**config.mk**
```make
export PLATFORM = sky130hd
export DESIGN_NAME = dmem_lane_ctrl
export DESIGN_NICKNAME = d
export VERILOG_FILES = /design/src/rtl/dmem_lane_ctrl.sv
export SDC_FILE = /design/constraint.sdc
export NUM_CORES = 1
export LEC_CHECK = 0
export ABC_CLOCK_PERIOD_IN_PS = 3430
export CAP_MARGIN = 10
export CORE_MARGIN = 2
export CORE_UTILIZATION = 47
export CTS_CLUSTER_DIAMETER = 200
export DETAILED_ROUTE_END_ITERATION = 10
export GPL_ROUTABILITY_DRIVEN = 0
export GPL_TIMING_DRIVEN = 0
export PLACE_DENSITY = 0.84
export SYNTH_ARGS = -nofsm -noshare
export SYNTH_HDL_FRONTEND = slang
export SYNTH_SLANG_ARGS = --single-unit
```
**constraint.sdc**
```tcl
create_clock -name CLK -period 3.43 [get_ports CLK]
set_input_delay 0.5145 -clock CLK [delete_from_list [all_inputs] [get_ports CLK]]
set_output_delay 0.5145 -clock CLK [all_outputs]
set_load 0.02 [all_outputs]
```
**src/rtl/dmem_lane_ctrl.sv**
```systemverilog
// dmem_lane_ctrl
// Data-memory initiator between the core's load/store stage and four
// byte-lane block RAMs (lane i holds byte i of a little-endian word).
// Takes one load/store request at a time, drives the lane RAMs for exactly
// one ACCESS cycle (the RAMs act on that cycle's falling edge), then returns
// an extended load result or an error through a valid/ready response.
//
// Ports:
//   CLK, RSTN                 clock (rising edge), async active-low reset
//   REQ_VALID/REQ_READY       request handshake
//   REQ_WE, REQ_ADDR,
//   REQ_SIZE, REQ_UNSIGNED,
//   REQ_WDATA                 request fields (store data right-aligned)
//   RESP_VALID/RESP_READY     response handshake
//   RESP_RDATA, RESP_ERR      load result / error flag
//   MEM_W_ADDR, MEM_R_ADDR    shared lane byte address (word = [AW-1:2])
//   MEM_WE, MEM_RE            per-lane write / read enables
//   MEM_DIN, MEM_DOUT         lane write / read bytes, lane i on [8i+7:8i]
module dmem_lane_ctrl #(
    parameter int ADDR_WIDTH = 13
) (
    input  logic                  CLK,
    input  logic                  RSTN,
    input  logic                  REQ_VALID,
    output logic                  REQ_READY,
    input  logic                  REQ_WE,
    input  logic [31:0]           REQ_ADDR,
    input  logic [1:0]            REQ_SIZE,
    input  logic                  REQ_UNSIGNED,
    input  logic [31:0]           REQ_WDATA,
    output logic                  RESP_VALID,
    input  logic                  RESP_READY,
    output logic [31:0]           RESP_RDATA,
    output logic                  RESP_ERR,
    output logic [ADDR_WIDTH-1:0] MEM_W_ADDR,
    output logic [ADDR_WIDTH-1:0] MEM_R_ADDR,
    output logic [3:0]            MEM_WE,
    output logic [3:0]            MEM_RE,
    output logic [31:0]           MEM_DIN,
    input  logic [31:0]           MEM_DOUT
);

    typedef enum logic [1:0] {
        IDLE   = 2'd0,
        ACCESS = 2'd1,
        RESP   = 2'd2
    } state_t;

    state_t                state_q, state_d;
    logic [3:0]            mem_we_q, mem_we_d;
    logic [3:0]            mem_re_q, mem_re_d;
    logic [ADDR_WIDTH-1:0] mem_addr_q, mem_addr_d;
    logic [31:0]           mem_din_q, mem_din_d;
    logic [31:0]           resp_rdata_q, resp_rdata_d;
    logic                  resp_err_q, resp_err_d;
    logic [1:0]            size_q, size_d;
    logic [1:0]            offset_q, offset_d;
    logic                  unsigned_q, unsigned_d;

    logic                  req_illegal;
    logic [3:0]            req_lane_mask;
    logic [31:0]           req_din;
    logic [31:0]           lane_shifted;
    logic [31:0]           load_result;

    // Request decode: legality, lane mask and lane-replicated store data.
    always_comb begin
        req_illegal   = |REQ_ADDR[31:ADDR_WIDTH];
        req_lane_mask = 4'b0000;
        req_din       = REQ_WDATA;
        case (REQ_SIZE)
            2'b00: begin
                req_lane_mask = 4'b0001 << REQ_ADDR[1:0];
                req_din       = {4{REQ_WDATA[7:0]}};
            end
            2'b01: begin
                req_lane_mask = REQ_ADDR[1] ? 4'b1100 : 4'b0011;
                req_din       = {2{REQ_WDATA[15:0]}};
                if (REQ_ADDR[0]) begin
                    req_illegal = 1'b1;
                end
            end
            2'b10: begin
                req_lane_mask = 4'b1111;
                if (REQ_ADDR[1:0] != 2'b00) begin
                    req_illegal = 1'b1;
                end
            end
            default: begin
                req_illegal = 1'b1;
            end
        endcase
    end

    // Legal halves/words are naturally aligned, so shifting by the byte
    // offset brings the selected lanes down to bit 0 for every size.
    always_comb begin
        lane_shifted = MEM_DOUT >> {offset_q, 3'b000};
        case (size_q)
            2'b00:   load_result = unsigned_q ? {24'h000000, lane_shifted[7:0]}
                                              : {{24{lane_shifted[7]}}, lane_shifted[7:0]};
            2'b01:   load_result = unsigned_q ? {16'h0000, lane_shifted[15:0]}
                                              : {{16{lane_shifted[15]}}, lane_shifted[15:0]};
            default: load_result = MEM_DOUT;
        endcase
    end

    always_comb begin
        state_d      = state_q;
        mem_we_d     = mem_we_q;
        mem_re_d     = mem_re_q;
        mem_addr_d   = mem_addr_q;
        mem_din_d    = mem_din_q;
        resp_rdata_d = resp_rdata_q;
        resp_err_d   = resp_err_q;
        size_d       = size_q;
        offset_d     = offset_q;
        unsigned_d   = unsigned_q;
        case (state_q)
            IDLE: begin
                if (REQ_VALID) begin
                    size_d     = REQ_SIZE;
                    offset_d   = REQ_ADDR[1:0];
                    unsigned_d = REQ_UNSIGNED;
                    if (req_illegal) begin
                        state_d      = RESP;
                        resp_err_d   = 1'b1;
                        resp_rdata_d = 32'h0;
                    end else begin
                        state_d    = ACCESS;
                        mem_addr_d = REQ_ADDR[ADDR_WIDTH-1:0];
                        if (REQ_WE) begin
                            mem_we_d  = req_lane_mask;
                            mem_din_d = req_din;
                        end else begin
                            mem_re_d = req_lane_mask;
                        end
                    end
                end
            end
            ACCESS: begin
                // A nonzero read mask is what marks this access as a load.
                state_d      = RESP;
                mem_we_d     = 4'b0000;
                mem_re_d     = 4'b0000;
                mem_din_d    = 32'h0;
                resp_err_d   = 1'b0;
                resp_rdata_d = (mem_re_q != 4'b0000) ? load_result : 32'h0;
            end
            RESP: begin
                if (RESP_READY) begin
                    state_d      = IDLE;
                    resp_rdata_d = 32'h0;
                    resp_err_d   = 1'b0;
                end
            end
            default: begin
                state_d = IDLE;
            end
        endcase
    end

    always_ff @(posedge CLK or negedge RSTN) begin
        if (!RSTN) begin
            state_q      <= IDLE;
            mem_we_q     <= 4'b0000;
            mem_re_q     <= 4'b0000;
            mem_addr_q   <= '0;
            mem_din_q    <= 32'h0;
            resp_rdata_q <= 32'h0;
            resp_err_q   <= 1'b0;
            size_q       <= 2'b00;
            offset_q     <= 2'b00;
            unsigned_q   <= 1'b0;
        end else begin
            state_q      <= state_d;
            mem_we_q     <= mem_we_d;
            mem_re_q     <= mem_re_d;
            mem_addr_q   <= mem_addr_d;
            mem_din_q    <= mem_din_d;
            resp_rdata_q <= resp_rdata_d;
            resp_err_q   <= resp_err_d;
            size_q       <= size_d;
            offset_q     <= offset_d;
            unsigned_q   <= unsigned_d;
        end
    end

    // REQ_READY is gated by RSTN so it is low for the whole reset pulse.
    assign REQ_READY  = (state_q == IDLE) && RSTN;
    assign RESP_VALID = (state_q == RESP);
    assign RESP_RDATA = resp_rdata_q;
    assign RESP_ERR   = resp_err_q;
    assign MEM_W_ADDR = mem_addr_q;
    assign MEM_R_ADDR = mem_addr_q;
    assign MEM_WE     = mem_we_q;
    assign MEM_RE     = mem_re_q;
    assign MEM_DIN    = mem_din_q;

endmodule

```
# == Word level (Yosys, flattened, before mapping) ==
# Index checks and enable logic that the tools add are counted.
# classes
div,0
multipliers,0
n_mux,34
magnitude_cmp,0
eq_ne,11
n_shift,2
add_sub_neg,0
reduce_logical,15
bitwise_logic,1
# ops
op,count
two-way mux 32 bit,9
one-hot mux 32 bit (2 select lines),3
one-hot mux 32 bit (3 select lines),1
>> shifter 32 x 5 -> 16 bit,1
two-way mux 4 bit,7
OR reduction 19 bit,1
one-hot mux 4 bit (2 select lines),2
one-hot mux 4 bit (3 select lines),1
AND reduction 4 bit,3
"inequality test 2 bit, second input constant",5
"== test 2 x 1 -> 1 bit, second input constant",3
zero test 2 bit,3
two-way mux 2 bit,3
one-hot mux 1 bit (3 select lines),2
one-hot mux 2 bit (3 select lines),1
two-way mux 1 bit,5
"== test 2 bit, second input constant",2
AND reduction 2 bit,2
nonzero test 2 bit,2
nonzero test 4 bit,1
"<< shifter 1 x 2 -> 4 bit, first input constant",1
AND reduction 3 bit,1
nonzero test 3 bit,1
"inequality test 2 x 1 -> 1 bit, second input constant",1
other kinds (2),2
# word_totals
mem_count,0
ff_bits,93
ramBits,0
input_bits,104
latch_bits,0
output_inout_bits,101
elab_cells,73
rom_bits,0

# == Depth between registers and ports, before layout ==
# logic_depth
word_depth,6
ltp_mapped,9
ltp_nobuf,7

# == Worst setup path before layout ==
# No wires, ideal clock.
# synth_timing
kind,input to register
start,in REQ_ADDR[18]
end,"reg mem_addr_q[10], in the netlist MEM_R_ADDR[10]"
setup_slack_ns,1.053
required_time_ns,3.305
arrival_ns,2.252
path_buffers,2
setup_ns,0.125
cell_stages,7
cell_sequence,or4_4 a211oi_2 a41oi_2 or2_1 buf_6 buf_12 mux2_4
# synth_between
elab_chain_cells,5
word_cells_on_any_way,6
cone_classes,mux (3); bitwise (1); reduce/logical (2)
# synth_lines
item,line,text
start: declaration,27,"input logic [31:0] REQ_ADDR,"
OR reduction 19 bit *,68,req_illegal = |REQ_ADDR[31:ADDR_WIDTH];
two-way mux 1 bit (on tied branches),"85, 79",
one-hot mux 1 bit (3 select lines) *,71,case (REQ_SIZE)
inverter 1 bit (no line) *,--,
AND reduction 3 bit (no line) *,--,
end signal: assignment,179,mem_addr_q <= mem_addr_d;
end: declaration,52,"logic [ADDR_WIDTH-1:0] mem_addr_q, mem_addr_d;"
# Every way passes the cells marked *; elsewhere a longest branch is shown, timed or not.
# A chain may end at the register's enable or synchronous reset.

# == Worst setup path in the final report ==
# layout_timing
start,in REQ_SIZE[1]
end,"reg mem_din_q[23], in the netlist MEM_DIN[23]"
# layout_between
elab_chain_cells,6
word_cells_on_any_way,11
cone_classes,eq/ne (3); mux (6); reduce/logical (2)
# layout_lines
item,line,text
start: declaration,28,"input logic [1:0] REQ_SIZE,"
== test 2 x 1 -> 1 bit / zero test 2 bit (equally long branches),71,
one-hot mux 32 bit (2 select lines),71,
two-way mux 32 bit,132,if (REQ_WE) begin
two-way mux 32 bit,125,if (req_illegal) begin
two-way mux 32 bit,121,if (REQ_VALID) begin
one-hot mux 32 bit (2 select lines),119,case (state_q)
end signal: assignment,180,mem_din_q <= mem_din_d;
end: declaration,53,"logic [31:0] mem_din_q, mem_din_d;"
# Parallel ways exist; a longest one is shown, timed or not. The select of a mux whose other input is x is not followed.

==> results.tsv <==
stage	metric	value	unit
placement	port_buffers	204	
cells_and_area	area.sequential	2327	um^2
synthesis	yosysWarnings	0	
timing	max_freq	0.3415	GHz
cells_and_area	synthToLayoutAreaGrowth	47.75	%
critical_path	startpoint_type	primary input	
timing	final.period_utilization	85.38	%
timing	setup_violations	0	
route	first_pass_iters	5	
critical_path	cp_slowest_cell	nor2_1	
timing	clock_skew	0.01294	ns
hold_path	hp-class	in2async	
timing	final-hold-violation-count	0	
grt	grt_pass1_vias	4850	
timing	worst_pin_slew	1.080	ns
critical_path	crit_buf_inv	4	
clocking	cts.reportedPaths.clkPinSlew	0.10	ns
cells_and_area	antenna_cells	0	
synthesis	synth_cells	486	
clocking	clkLatencyLatePin	0.38	ns
synthesis	synthTopCellsByCount	dfrtp_1, mux2i_1, a21oi_1	
route	via_per_inst	5.578	
placement	place_hpwl	12290	um
critical_path	endpoint_kind	register	
synthesis	synth_seq_cells	93	
cells_and_area	multi_input_area	2370	um^2
synthesis	async_flop_share	100.0	%
cells_and_area	final_cell_area	7511	um^2
cells_and_area	fill_cells	768	
floorplanning	design.die.area	11660	um^2
synthesis	synth_area	5084	um^2
critical_path	crit_start	REQ_SIZE[1]	
timing	maxSlewViolCount	0	
grt	grt_usage	27.17	%
synthesis	synth_flop_cell	dfrtp_1	
timing	hold_slack	0.1208	ns
floorplanning	placementRows	37	
critical_path	cp_max_fo	10	
synthesis	synth_top_area_share	45.78	%
grt	grt_max_degree	52	
critical_path	crit_top_cell	clkbuf_1	
clocking	cts_max_level	3	
outcome	status	finished, final reports clean	
pwr	p_leak	0.003147	uW
clocking	hold_buffers	0	
synthesis	synth_area_leaders	dfrtp_1, mux2i_1, a21oi_1	
grt	grt_antenna_before_repair	0	
route	vias	4697	
critical_path	crit_path_max_incr_delay	0.63	ns
critical_path	path_cells	clkdlybuf4s50_1 -> inv_1 -> ha_1 -> clkbuf_1 -> nor2_1 -> clkbuf_1 -> mux2i_1 -> a211oi_1	
critical_path	cp.arrival	3.20	ns
clocking	root_buffer	clkbuf_8	
timing	max_slew_margin	27.24	%
clocking	cts_setup_buffers	0	
clocking	clockBufferDepth	2	
clocking	cts_resized	0	
floorplanning	num_io_pins	205	
route	drcViolationCount	0	
cells_and_area	drive_above_1_share	10.91	%
synthesis	syn-num-nets	598	
grt	grt_overflow	0	
clocking	cts.sinks	93	
timing	rsz0062_at_grt	no	
floorplanning	core-area	10420	um^2
route	initialDrtViolationCount	257	
placement	placed_cells	827	
clocking	cts_tree	yes	
route	wl_per_cell	18.64	um
floorplanning	die_w	108	um
critical_path	critPathKind	in2reg	
clocking	cts_buffers	9	
cells_and_area	nNetsFinal	814	
synthesis	ys_seq_area_share	45.78	%
synthesis	netlist-cell-type-count	47	
route	final_antenna_net_count	0	
synthesis	synth.most_common_cell	dfrtp_1	
cells_and_area	fin_cells	842	
floorplanning	start_util	48.80	%
route	totalWireLength	15690	um
critical_path	timing.rr.start	offset_q[1]	
grt	grt_pass1_wl	24420	um
synthesis	synth-edff-count	0	
synthesis	synth.largest_area_cell	dfrtp_1	
critical_path	path_delay_family	buffers and inverters	
timing	period_needed	2.929	ns
critical_path	critPathRequiredTime	3.70	ns
floorplanning	die_y	108	um
flow_run	cap_violations	0	
placement	place_area	7321	um^2
pwr	ir_drop	0.4250	mV
synthesis	syn_avg_cell_area	10.46	um^2
pwr	p_per_area	752.7	nW/um^2
==> final timing paths <==
kind / end / slack (ns) / depth (start not counted)
min in group CLK: RESP_RDATA[13] / 0.52 / 1
setup / recovery: MEM_DIN[23] / 0.50 / 8
hold reg to reg: RESP_RDATA[13] / 0.52 / 1
setup reg to reg: RESP_RDATA[31] / 1.00 / 8
hold / removal: RESP_RDATA[19] / 0.12 / 1
max in group asynchronous: state_q[1] / 2.66 / 2
==> power by group <==
part	switching (uW)	leakage (uW)	internal, uW	total (uW)
clock network	392	0.0000992	352	745
logic	1600	0.00187	1540	3130
registers	303	0.00117	1470	1770
total	2290	0.00315	3360	5650
==> area by class of cell <==
| cell class | instances | area share, % |
|---|---|---|
| Multi-Input combinational cell | 315 | 31.55 |
| Timing Repair Buffer | 205 | 27.52 |
| Inverter | 30 | 1.499 |
| Clock buffer | 11 | 1.882 |
| Clock inverter | 4 | 0.6497 |
| Buffer | 48 | 3.648 |
| Sequential cell | 93 | 30.98 |
| Tap cell | 136 | 2.266 |
==> worst reg2reg max path, cell delays in order, from the launching register on <==
cell,delay (ns)
dfrtp_1,0.36
buf_2,0.18
nor2b_1,0.12
clkbuf_1,0.32
a32oi_1,0.22
a2111oi_4,0.61
buf_2,0.33
a21oi_1,0.08
mux2i_1,0.15
==> cell families after synthesis <==
| group | synth area share, % |
|---|---|
| compound gates | 19.17 |
| fa+ha+maj | 1.969 |
| buf+inv | 7.605 |
| flops | 45.78 |
| mux | 17.84 |
| simple gates | 7.630 |
==> cells in the final DEF (no fill, tap or decap), drive strengths merged, types with 9 or more instances in the layout <==
cell type / n
inv: 30
mux2i: 58
clkbuf: 29
buf: 32
mux2: 26
clkdlybuf4s50: 203
a211oi: 26
a22oi: 17
a21oi: 42
o22ai: 9
dfrtp: 93
nor2: 38
nand2: 24
==> metrics by stage <==
step	util (%)	worst slack [ns]	power, uW	setup TNS (ns)
after floorplan	-	1.053	3547	0
after detailed placement	70.28	0.1443	4915	0
after global placement	70.04	-2.084	4824	-139.64
after CTS	72.11	0.5710	5668	0
final	72.11	0.5015	5653	0
after global routing	72.11	0.3132	5970	0
==> metal layers <==
| metal | share of wire (%) | global-route usage [%] | vias up |
|---|---|---|---|
| met5 | 0 | 0 | - |
| met4 | 2.8 | 11.08 | 0 |
| met3 | 9.5 | 6.570 | 40 |
| met2 | 49 | 45.87 | 261 |
| met1 | 39 | 33.52 | 2224 |
| li1 | - | - | 2172 |
==> sequential cells by signal, summed over array words and instances, names as in the netlist <==
| register | flops |
|---|---|
| unsigned_q | 1 |
| state_q | 2 |
| RESP_RDATA | 32 |
| size_q | 2 |
| MEM_R_ADDR | 13 |
| MEM_RE | 4 |
| MEM_WE | 4 |
| RESP_ERR | 1 |
| offset_q | 2 |
| MEM_DIN | 32 |
No activity file was read; power rests on OpenSTA's default activity.
